File: src/rtl/fifo_pkg.sv
// Shared constants and helpers for the 8x8 async FIFO and its read-side adapters.
package fifo_pkg;

    localparam int WIDTH_DEF = 8;
    localparam int DEPTH_DEF = 8;

    // Ceil(log2(n)); n <= 1 yields 0.
    function automatic int clogb2(input int n);
        int r;
        for (r = 0; (1 << r) < n; r++) begin end
        return r;
    endfunction

    localparam int SKID_DEPTH = 2;
    localparam int SKID_CNT_W = clogb2(SKID_DEPTH + 1);

endpackage

File: src/rtl/fifo_rd_stream_if.sv
// Valid/ready stream carrying words out of the FIFO read adapter.
interface fifo_rd_stream_if #(
    parameter int WIDTH = 8
) ();
    logic [WIDTH-1:0] m_data;
    logic             m_valid;
    logic             m_ready;

    modport master (output m_data, output m_valid, input m_ready);
    modport slave  (input m_data, input m_valid, output m_ready);
endinterface

File: src/rtl/fifo_skid2.sv
// Generic 2-entry valid/ready buffer; head entry drives out_data directly.
module fifo_skid2
    import fifo_pkg::*;
#(
    parameter int WIDTH = WIDTH_DEF
) (
    input  logic                  clk,
    input  logic                  rst_n,
    input  logic                  push,
    input  logic [WIDTH-1:0]      push_data,
    input  logic                  pop_ready,
    output logic                  out_valid,
    output logic [WIDTH-1:0]      out_data,
    output logic [SKID_CNT_W-1:0] count
);

    logic [WIDTH-1:0]      ent0, ent1;
    logic [SKID_CNT_W-1:0] cnt;
    logic                  pop;

    assign out_valid = (cnt != '0);
    assign out_data  = ent0;
    assign count     = cnt;
    assign pop       = out_valid & pop_ready;

    always_ff @(posedge clk or negedge rst_n) begin
        if (!rst_n) begin
            ent0 <= '0;
            ent1 <= '0;
            cnt  <= '0;
        end else begin
            case ({push, pop})
                2'b10: begin
                    if (cnt == '0) ent0 <= push_data;
                    else           ent1 <= push_data;
                    cnt <= cnt + SKID_CNT_W'(1);
                end
                2'b01: begin
                    ent0 <= ent1;
                    cnt  <= cnt - SKID_CNT_W'(1);
                end
                // Simultaneous push/pop: head advances, new word lands behind it.
                2'b11: begin
                    if (cnt == SKID_CNT_W'(2)) begin
                        ent0 <= ent1;
                        ent1 <= push_data;
                    end else begin
                        ent0 <= push_data;
                    end
                end
                default: ;
            endcase
        end
    end

    a_no_overflow: assert property (@(posedge clk) disable iff (!rst_n)
        !(push && !pop && cnt == SKID_CNT_W'(SKID_DEPTH)));
    a_cnt_range: assert property (@(posedge clk) disable iff (!rst_n)
        cnt <= SKID_CNT_W'(SKID_DEPTH));

endmodule

File: src/rtl/fifo_rd_stream.sv
// Drains the async FIFO read port into a valid/ready stream, hiding the FIFO's
// one-cycle read latency behind a 2-entry buffer, and counts delivered words.
module fifo_rd_stream
    import fifo_pkg::*;
#(
    parameter int WIDTH = WIDTH_DEF,
    parameter int CNT_W = 16
) (
    input  logic              rdclk,
    input  logic              rst_n,
    input  logic              fifo_empty,
    input  logic [WIDTH-1:0]  fifo_q,
    output logic              fifo_rd,
    input  logic              enable,
    fifo_rd_stream_if.master  m_if,
    output logic [CNT_W-1:0]  rd_cnt
);

    logic                  pending;
    logic                  fire;
    logic                  buf_valid;
    logic [WIDTH-1:0]      buf_data;
    logic [SKID_CNT_W-1:0] buf_cnt;
    logic [2:0]            occ_nxt;

    fifo_skid2 #(.WIDTH(WIDTH)) u_skid (
        .clk       (rdclk),
        .rst_n     (rst_n),
        .push      (pending),
        .push_data (fifo_q),
        .pop_ready (m_if.m_ready),
        .out_valid (buf_valid),
        .out_data  (buf_data),
        .count     (buf_cnt)
    );

    assign m_if.m_valid = buf_valid;
    assign m_if.m_data  = buf_data;
    assign fire         = buf_valid & m_if.m_ready;

    // Occupancy after this edge; a new read only if it leaves room for the
    // word that will arrive one cycle later.
    assign occ_nxt = 3'(buf_cnt) + 3'(pending) - 3'(fire);
    assign fifo_rd = rst_n & enable & ~fifo_empty & (occ_nxt <= 3'd1);

    always_ff @(posedge rdclk or negedge rst_n) begin
        if (!rst_n) begin
            pending <= 1'b0;
            rd_cnt  <= '0;
        end else begin
            pending <= fifo_rd & ~fifo_empty;
            if (fire) rd_cnt <= rd_cnt + CNT_W'(1);
        end
    end

endmodule

File: src/flat_wrapper.sv
// flat-port wrapper written by rule: the top's interface ports become plain ports
module fifo_rd_stream_flat import fifo_pkg::*;
#(
    parameter int WIDTH = WIDTH_DEF,
    parameter int CNT_W = 16
)
  (rdclk, rst_n, fifo_empty, fifo_q, fifo_rd, enable, rd_cnt, m_if_m_data, m_if_m_valid, m_if_m_ready);
  fifo_rd_stream_if #(.WIDTH(WIDTH)) m_if_i ();
  input  logic rdclk;
  input  logic rst_n;
  input  logic fifo_empty;
  input  logic [WIDTH-1:0] fifo_q;
  output logic fifo_rd;
  input  logic enable;
  output logic [CNT_W-1:0] rd_cnt;
  output wire logic [$bits(m_if_i.m_data)-1:0] m_if_m_data;
  output wire logic [$bits(m_if_i.m_valid)-1:0] m_if_m_valid;
  input wire logic [$bits(m_if_i.m_ready)-1:0] m_if_m_ready;
  assign m_if_m_data = m_if_i.m_data;
  assign m_if_m_valid = m_if_i.m_valid;
  assign m_if_i.m_ready = m_if_m_ready;
  fifo_rd_stream #(.WIDTH(WIDTH), .CNT_W(CNT_W)) u_core (.rdclk(rdclk), .rst_n(rst_n), .fifo_empty(fifo_empty), .fifo_q(fifo_q), .fifo_rd(fifo_rd), .enable(enable), .m_if(m_if_i), .rd_cnt(rd_cnt));
endmodule
File: config.mk
export PLATFORM = sky130hd
export DESIGN_NAME = fifo_rd_stream_flat
export DESIGN_NICKNAME = d
export VERILOG_FILES = /design/src/rtl/fifo_pkg.sv /design/src/rtl/fifo_rd_stream_if.sv /design/src/rtl/fifo_skid2.sv /design/src/rtl/fifo_rd_stream.sv /design/src/flat_wrapper.sv
export SDC_FILE = /design/constraint.sdc
export NUM_CORES = 1
export LEC_CHECK = 0
export ABC_CLOCK_PERIOD_IN_PS = 3100
export CORE_MARGIN = 5
export CORE_UTILIZATION = 45
export CTS_CLUSTER_DIAMETER = 80
export DETAILED_ROUTE_END_ITERATION = 10
export GPL_TIMING_DRIVEN = 0
export PLACE_DENSITY = 0.72
export SLEW_MARGIN = 20
export SYNTH_ARGS = -nofsm -noshare
export SYNTH_HDL_FRONTEND = slang
export SYNTH_SLANG_ARGS = --single-unit
File: constraint.sdc
create_clock -name rdclk -period 3.1 [get_ports rdclk]
set_input_delay 0.465 -clock rdclk [delete_from_list [all_inputs] [get_ports rdclk]]
set_output_delay 0.465 -clock rdclk [all_outputs]
set_load 0.01 [all_outputs]
# Word level (Yosys, flattened, before mapping)
# Index checks and enable logic that the tools add are counted.
# totals
wordCells	38
register_bits	35
out_inout_bits	26
# op_classes
add_sub_neg	5
n_bitwise	6
n_mux	7
reduce_logical	7
order_cmp	1
eq_ne	7
# op_table
operator	count
$mux 8	4
$pmux 8 s3	1
$add 16x1->16 const B	1
$pmux 8 s2	1
$eq 2x2->1 const B	3
$ne 2x2->1 const B	3
$reduce_bool 2->1	3
$and 1x1->1	5
$pmux 2 s2	1
$add 2x1->3	1
$le 3x1->1 const B	1
$reduce_and 3->1	1
$reduce_bool 3->1	1
$sub 3x1->3	1
$add 2x1->2 const B	1
$eq 2x1->1 const B	1
$logic_not 2->1	1
$reduce_and 2->1	1
$sub 2x1->2 const B	1
$not 1->1	1

# Longest topological paths before layout
# Gate-level depths: netlist of the first run.
# depth
word_depth	6
depth_mapped	11
depth_no_buf	10

# Cells and area by module
# Synthesis of the first run repeated with hierarchy kept, for this count alone.
# hier_totals
hier_cells	156
hier_area_um2	1775.5
# by_module_without_submodules
mod	seq_area_each_um2	cells_per_inst	area_per_inst_um2	instances
fifo_skid2	450.4	84	942.2	1
fifo_rd_stream	425.4	72	833.3	1

# Worst setup path after synthesis of the first run
# Ideal clock, no wire load.
# synth_timing
path_type	register to output
from	reg u_core.u_skid.cnt[1], in the netlist u_core.u_skid.count[1]
to	out fifo_rd
stages_incl_launch_ff	12
setup_slack_ps	438
arrival_ps	2197
required_ps	2635
cell_sequence	dfrtp_1 -> nor2_2 -> nor2b_4 -> inv_2 -> buf_6 -> ha_1 -> inv_1 -> ha_1 -> inv_1 -> fa_1 -> nand4b_1 -> nor2_1
# synth_between
elab_chain_len	5
word_cells_on_any_way	6
# synth_rtl
item	line_no	source
start, declared	fifo_skid2.sv:18	logic [SKID_CNT_W-1:0] cnt;
start signal, assigned	fifo_skid2.sv:36	cnt <= cnt + SKID_CNT_W'(1);
start signal, assigned	fifo_skid2.sv:40	cnt <= cnt - SKID_CNT_W'(1);
parallel branches: the longest is 2 deep, another holds $add 2x1->3	-	
$sub 3x1->3 (*)	fifo_rd_stream.sv:43	assign occ_nxt = 3'(buf_cnt) + 3'(pending) - 3'(fire);
$le 3x1->1 (*)	fifo_rd_stream.sv:44	assign fifo_rd = rst_n & enable & ~fifo_empty & (occ_nxt <= 3'd1);
$and 1x1->1 (*)	fifo_rd_stream.sv:44	
end, declared	flat_wrapper.sv:13	output logic fifo_rd;
# Every way passes the cells marked *.

# Final worst setup path of the first run
# Same ends and word-level chain as after synthesis.

==> reports/results.txt, run 1 <==
In this run, CTS created clock tree buffers numbering 5. The global router's overall resource usage was 15.5%. The cell repeated most along the worst path was inv_1.

In the global route stage, met3 resource usage came out at 5.26%. The final layout contains routed wiring with a total length of 3720 µm. Summing all multi-input logic gate instances after layout gives 843 µm². The largest total area in the synthesized netlist belongs to dfrtp_1. The half-perimeter wire length after placement came out at 2790 µm. After synthesis, the largest family of logic cells by area is simple AND/OR/NAND/NOR gates.

In this design, the stage delay of the slowest critical-path cell is 0.51 ns. In this run the worst path has a maximum fanout of 6. The tools report the highest ir drop seen on vdd as 0.438 mV. The logs give 0 for the remaining antenna violation count after routing and 0 ns for the total negative setup slack.

Setup repair after global routing left no endpoint under its margin. The run gives 0 as the number of buffers inserted for hold repair after clock tree synthesis. In this run the most used layer during global routing was met2. The initial utilization of the core area, before any placement, comes to 47.3%.

The number of inserted diodes is 0. The synthesized netlist net count is 167, and the total of fill cells in the finished design is 297. The detailed router finished its first iteration with 87 violations. The worst path meets setup with 0.179 ns of slack. The number of max-slew violations in the final report is 0. The share of layout cells above drive strength 1 was 19.7%. Of the total synthesized cell area, the portion taken by full adders, half adders and majority gates is 3.99%.

The number of global-route vias before repair was 1,357. TritonCTS built the clock tree. The sequential fraction of the synthesis area was 49.8%. For the hold slack, the log shows 0.0630 ns. In this run the number of H-tree levels came out at 2. In this run the critical register-to-register path is captured at u_core.pending. In this run the vertical extent of the chip is 72.5 µm.

The global placer's final weighted congestion is 0.744, and the number of enable-type register cells in the synthesized netlist is 0. The fraction of the cycle the final worst path needs came out at 94.2%. The count of pins on the block boundary was 39.

The netlist uses 31 different library cells. After floorplanning, the core was divided into 22 placement rows. For met1 alone, demand over resource in global routing was 18.8%. Max-cap violations in this run came to 0. Registers take 876 µm². Once layout is complete, the utilization of the core stands at 62.6%. Clock-pin slew was measured on the worst setup and hold paths at 0.07 ns. Summed over all layers, the global routing overflow is 0. Number of cells produced by synthesis: 149.

For this run, global-route usage on met2 was measured as 26.2%. At the pin with the least slew margin, the transition time is 0.492 ns. The core outline area was 0.00372 mm²; the number of vias after detailed routing was 1,304. Cell with the largest stage delay on the worst path: dfrtp_1. On the final layout, the worst clock skew is 0.00310 ns.

After detailed routing, the number of vias per cell comes to 5.30. The die is 72.5 µm wide. For this run, asynchronously set or reset flops after synthesis account for 100%. The first TritonRoute pass finished after 4 iterations.

The total of warnings raised by yosys was 0; the number of cells traversed by the worst register-to-register path was 10. In this run the critical register-to-register path is launched from u_core.u_skid.count[1]. The setup check on the worst reg-to-reg path leaves a slack of 0.98 ns.

Timing would allow up to 0.342 GHz. The run gives 0.28 ns as the clock insertion delay at the later pin of the skew report. For the worst slew margin relative to its limit, the log shows 67.2%. The endpoint kind of the worst setup timing path was an output pin. The largest buffer count on any clock path was 2; the number of register bits inferred by synthesis was 35. The die covers 0.00526 mm².

Dividing the detail-routed wire length by the instance count gives 15.1 µm. After synthesis, the most frequently instantiated cells are 35 x dfrtp_1, 21 x nand2_1, 13 x xnor2_1. The class of the worst hold path is primary input to async pin. The hold violation count in the final report was 0. The area share of and/or/nand/nor cells after synthesis came out at 14.1%. The logs give 6350 µm for the global-route wire length before repair and 0.00176 mm² for the post-synth design cell area. The worst setup path is launched from a flip-flop.

The average instance in the mapped netlist occupies 11.8 µm². After synthesis, the largest area contributor takes up 49.8% of total cell area. The logs give 0.983 nW for the static leakage and 35 for the number of clock sinks seen by CTS.

After synthesis, the cell types taking the most area are dfrtp_1 50%, xnor2_1 6.5%, mux2_2 5.1%. The most used standard cell by instance count after synthesis was dfrtp_1. The count of input and output buffers is 38. Data on the critical path arrives at its endpoint at 2.46 ns. For the critical path data required time, the log shows 2.63 ns. The areal power density over the cells came out at 868 mW/mm². The tools report the net count of the finished layout as 215. The synthesized netlist devotes 8.97% of its cell area to XOR and XNOR gates.

After synthesis, the share of cell area in mux cells is 9.68%. Entering global routing, the biggest net connects 26 pins. The signal on the critical path passes through nor2_4 -> nor2b_4 -> clkinv_4 -> ha_4 -> inv_1 -> ha_1 -> inv_1 -> fa_1 -> nand4b_1 -> nor2_1 -> buf_2.

Setup violations remaining at the end of the flow were counted as 0. OpenSTA, run right after detailed placement, puts the worst setup slack at -0.615 ns. The type of the worst setup path is flip-flop to output pin. The most used flip-flop cell after synthesis is dfrtp_1.

The cell at the root of the clock tree was clkbuf_8. The time the worst path needs with I/O delays and setup is 2.92 ns, and the share of the synthesized area in compound gates (AO/OA/AOI/OAI) is 10.2%. For this run, design rule violations remaining after detail routing come to 0. Synthesis-to-layout area growth: 32.3%.

The flow ran to the end, and the final reports show no timing, DRC or antenna violations. The run gives 0 as the number of antenna violations at the first check in global routing.
## worst max path at each step
stage / from / endpoint
after global placement: m_if_m_ready / fifo_rd
after global routing: u_core.u_skid.count[1] / fifo_rd
final: u_core.u_skid.count[1] / fifo_rd
after floorplan: u_core.u_skid.count[1] / fifo_rd
after detailed placement: m_if_m_ready / fifo_rd
after CTS: m_if_m_ready / fifo_rd
## worst max-delay path: cells and delay by family, from the launching register on
kind	cells	cell delay, ns
simple gates	4	0.48
fa+ha+maj	3	0.84
flops	1	0.51
buf+inv	4	0.33
## report_power, final
group | leakage [nW] | internal, mW | switching [mW]
clock | 0.0422 | 0.158 | 0.156
sequential | 0.435 | 0.625 | 0.156
combinational | 0.506 | 0.525 | 0.400
total | 0.983 | 1.31 | 0.712
## sequential cells by signal (all words and copies together) (netlist names)
signal and cells:
u_core.pending 1, u_core.rd_cnt 16, u_core.u_skid.count 2, u_core.u_skid.ent1 8, u_core.u_skid.out_data 8
## layout by cell type, fill, tap and decap left out, drive strengths merged, types with 5 or more instances in the layout
cell type / count
buf: 10
clkbuf: 8
clkdlybuf4s50: 35
dfrtp: 35
inv: 5
mux2: 8
mux2i: 8
nand2: 21
nand3: 6
nor2: 5
o221a: 8
o2bb2ai: 8
xnor2: 13
xor2: 5
## layer usage
layer,part of all wire [%],vias up
li1,-,619
met1,43,637
met2,49,41
met3,6.2,7
met4,1.2,0
met5,0,-
## through the flow
stage | cell area (µm²) | instances | power (mW)
3_3_place_gp | 2200 | 235 | 1.65
5_1_grt | 2330 | 246 | 2.17
2_1_floorplan | 1760 | 149 | 1.32
3_5_place_dp | 2210 | 236 | 1.70
4_1_cts | 2300 | 244 | 2.03
6_report | 2330 | 246 | 2.02
## layout make-up
class                   instances  area share [%]
clock inverters                 1           0.215
well taps                      48            2.58
multi-input cells             102            36.3
plain buffers                   5           0.968
flip-flops and latches         35            37.7
repair buffers                 42            17.9
inverters                       6            1.18
clock buffers                   7            3.28
## logic make-up (layout without fill, tap and decap cells)
| family | count (synthesis) | after routing |
|---|---|---|
| compound gates | 19 | 19 |
| xor+xnor | 18 | 18 |
| fa+ha+maj | 5 | 5 |
| buf+inv | 12 | 61 |
| flops | 35 | 35 |
| mux | 16 | 16 |
| simple gates | 44 | 44 |
## what timing repair did
| action | CTS | global route |
|---|---|---|
| gates resized for setup | 6 | 4 |
| endpoints found under the setup margin | 1 | 1 |
| setup buffers | 1 | 2 |
| pin swaps | 1 | 2 |
Note: power is estimated with default switching activity, not from simulation.
==> run 2, diff against run 1 <==
--- a/config.mk
+++ b/config.mk
@@ -6,12 +6,13 @@
 export NUM_CORES = 1
 export LEC_CHECK = 0
 export ABC_CLOCK_PERIOD_IN_PS = 3100
+export CAP_MARGIN = 25
 export CORE_MARGIN = 5
 export CORE_UTILIZATION = 45
 export CTS_CLUSTER_DIAMETER = 80
 export DETAILED_ROUTE_END_ITERATION = 10
 export GPL_TIMING_DRIVEN = 0
-export PLACE_DENSITY = 0.72
+export PLACE_DENSITY_LB_ADDON = 0.05
 export SLEW_MARGIN = 20
 export SYNTH_ARGS = -nofsm -noshare
 export SYNTH_HDL_FRONTEND = slang
==> run 2 against run 1 <==
Compared with the run above: first-iteration DRC count decreased by 48%; setup slack got worse by 0.0076 ns; die area unchanged; sequential power is essentially flat; wire length up 2.9%; via count up 3.2%; worst hold slack gained 0.016 ns; global-route usage rose by 0.21 points; sequential share of layout area is 0.24 points lower; largest cell class unchanged.
==> reports/results.txt, run 2 (synthesized netlist as in run 1, its figures left out) <==
The critical path data required time came out at 2.63 ns. TritonCTS built the clock tree. The floorplan step defined a die boundary enclosing 0.00526 mm². The clock transition at the register clock pins on the worst setup and hold paths after CTS was 0.07 ns. The flow ran to the end, and the final reports show no timing, DRC or antenna violations. Core outline area: 0.00372 mm².

In this run, flip-flops and latches consume 38.6% of the power. After detailed routing, the average wire length per cell comes to 15.5 µm. On the critical path the largest part of the delay comes from adder cells.

In the layout the commonest cells are 35 x clkdlybuf4s50_1, 35 x dfrtp_1, 21 x nand2_1. After legalization and detailed placement, the total HPWL measured 2660 µm. The number of clock sinks seen by CTS came out at 35. For the worst-skew pair, the clock arrives at the later sink with an insertion delay of 0.28 ns. The tools report the count of pins on the block boundary as 39.

The placed instance count is 236, and the non-filler instance count after layout is 247. Max-cap violations in this run came to 0. The count of input and output buffers is 38, and the length of the first detailed-routing pass in iterations is 4. The worst setup path is launched from a flip-flop.

The critical path is of the flip-flop to output pin type. The cell that appears most often on the critical path is inv_1. The logs give 0 for the hold violation count in the final report and 47.3% for the starting density of the core. The logs give 2.46 ns for the worst path arrival time and 64.6% for the worst slew margin relative to its limit.

The run gives 15.7% as the global router's overall resource usage. Setup repair after global routing left no endpoint under its margin. Global routing consumed, on the met3 layer, 3.05% of the routing resources. The iteration-0 DRC count of the detailed router was 45. Entering global routing, the biggest net connects 25 pins.

The clock passes through at most 2 buffers. The slowest stage of the critical path belongs to the cell dfrtp_1. For the pin with the worst max-slew slack, the measured transition is 0.532 ns. Relative to the synthesized area, the layout overhead comes to 33.2%. The per-cell via count in the routed design is 5.45, and the number of vias after detailed routing is 1,346. The initialized floorplan defines 22 standard-cell rows. Final count of negative-setup-slack endpoints: 0.

The worst path in the final design needs a cycle of 2.93 ns, including I/O delays and setup. In this run the worst path has a maximum fanout of 6. In the routed design, unresolved DRC markers number 0. The logs give 0.721 mW for the net switching power and 329 for the total of fill cells in the finished design. STA classifies the critical path endpoint as an output pin. The tightest min-delay check is of the primary input to async pin type.

After the last flow step, the layout net total stands at 216. The final clock skew is 0.00493 ns, and the met1 track demand over resource is 18.8%. The number of max-slew violations in the final report came out at 0. The first global-routing pass estimated 6400 µm of wire. IR analysis of the VDD net gives a maximum drop of 0.396 mV.

The cell sitting at the root of the clock tree is a clkbuf_8. The static leakage was 0.992 nW. For the clock buffer count from CTS, the log shows 5. In the final layout, the share of cells above drive strength 1 is 20.1%. Routability-driven placement finished with a final weighted congestion of 0.697. The multi-input combinational cells in the finished layout cover a total of 843 µm².

The die is 72.5 µm tall. Switching share of power: 35.5%. The internal power component came out at 1.31 mW. The worst path uses 94.5% of the clock period. The number of antenna violations at the first check in global routing is 0. The critical path buffer and inverter count was 4. The register with the most flip-flops was u_core.rd_cnt.

The run gives 0 as the remaining antenna violation count after routing. The signal on the critical path passes through nor2_4 -> nor2b_4 -> clkinv_4 -> ha_4 -> inv_1 -> ha_1 -> inv_1 -> fa_1 -> nand4b_1 -> nor2_1 -> buf_2. In this run, the combinational gates consume 45.8% of the power. The number of levels in the clock H-tree came out at 2. The number of global-route vias before repair was 1,362; the clock network fraction of total power was 15.6%.

The repair_antennas step left the layout with diodes totalling 0. Power spread over the standard cell area amounts to 869 mW/mm². The width of the die is 72.5 µm, and the global-route congestion overflow total is 0.

The total negative setup slack is 0 ns. The layer carrying the most global-route usage was met2. The detailed-route wire length was 3830 µm. For this run, the top clock speed supported by timing is 0.341 GHz.

In the global route stage, met2 resource usage came out at 27.5%. The number of flip-flops in the largest register is 16, and the sequential standard cell area is 876 µm². The largest stage delay on the critical path works out to 0.52 ns. Cells fill 63.0% of the core in the end.
[run 2: layout make-up]
type | instances | area share (%)
Multi-Input combinational cell | 102 | 36.0
Timing Repair Buffer | 43 | 18.4
Inverter | 6 | 1.18
Sequential cell | 35 | 37.4
Clock inverter | 1 | 0.214
Buffer | 5 | 0.962
Clock buffer | 7 | 3.26
Tap cell | 48 | 2.57
[run 2: timing repair]
action | in CTS | in global routing
hold buffers | 0 | 0
setup buffers | 1 | 3
setup endpoints to repair | 1 | 1
gates resized for setup | 6 | 5
pin swaps | 1 | 1
[run 2: power by group through the flow]
stage	sequential [mW]	combinational (mW)	clock, mW
finish	0.784	0.932	0.318
floorplan	0.803	0.521	0
CTS	0.784	0.924	0.326
global placement	0.773	0.883	0
detailed placement	0.783	0.911	0
global route	0.807	1.02	0.343
[run 2: layer usage]
layer,vias up,wire [µm]
li1,622,-
met2,37,1910
met1,682,1680
met4,0,46
met5,-,0
met3,5,184
[run 2: worst paths after layout]
kind / start / to / slack, ns / cells past startpoint
max in group asynchronous: rst_n / u_core.u_skid.ent1[1] / 2.59 / 2
min in group rdclk: u_core.rd_cnt[15] / u_core.rd_cnt[15] / 0.50 / 1
worst min register to register: u_core.rd_cnt[15] / u_core.rd_cnt[15] / 0.50 / 1
worst max-delay path: u_core.u_skid.count[1] / fifo_rd / 0.17 / 11
worst max register to register: u_core.u_skid.count[1] / u_core.pending / 0.98 / 10
worst min-delay path: rst_n / u_core.rd_cnt[4] / 0.08 / 1
[run 2: stage by stage]
step | instance area (µm²) | hold WS [ns] | setup slack [ns] | power [mW]
CTS | 2310 | 0.0805 | 0.0213 | 2.03
detailed placement | 2220 | 0.385 | -0.572 | 1.69
global placement | 2200 | 0.461 | -0.580 | 1.66
global route | 2340 | 0.100 | 0.0236 | 2.17
floorplan | 1760 | 0.169 | 0.438 | 1.32
finish | 2340 | 0.0793 | 0.172 | 2.03
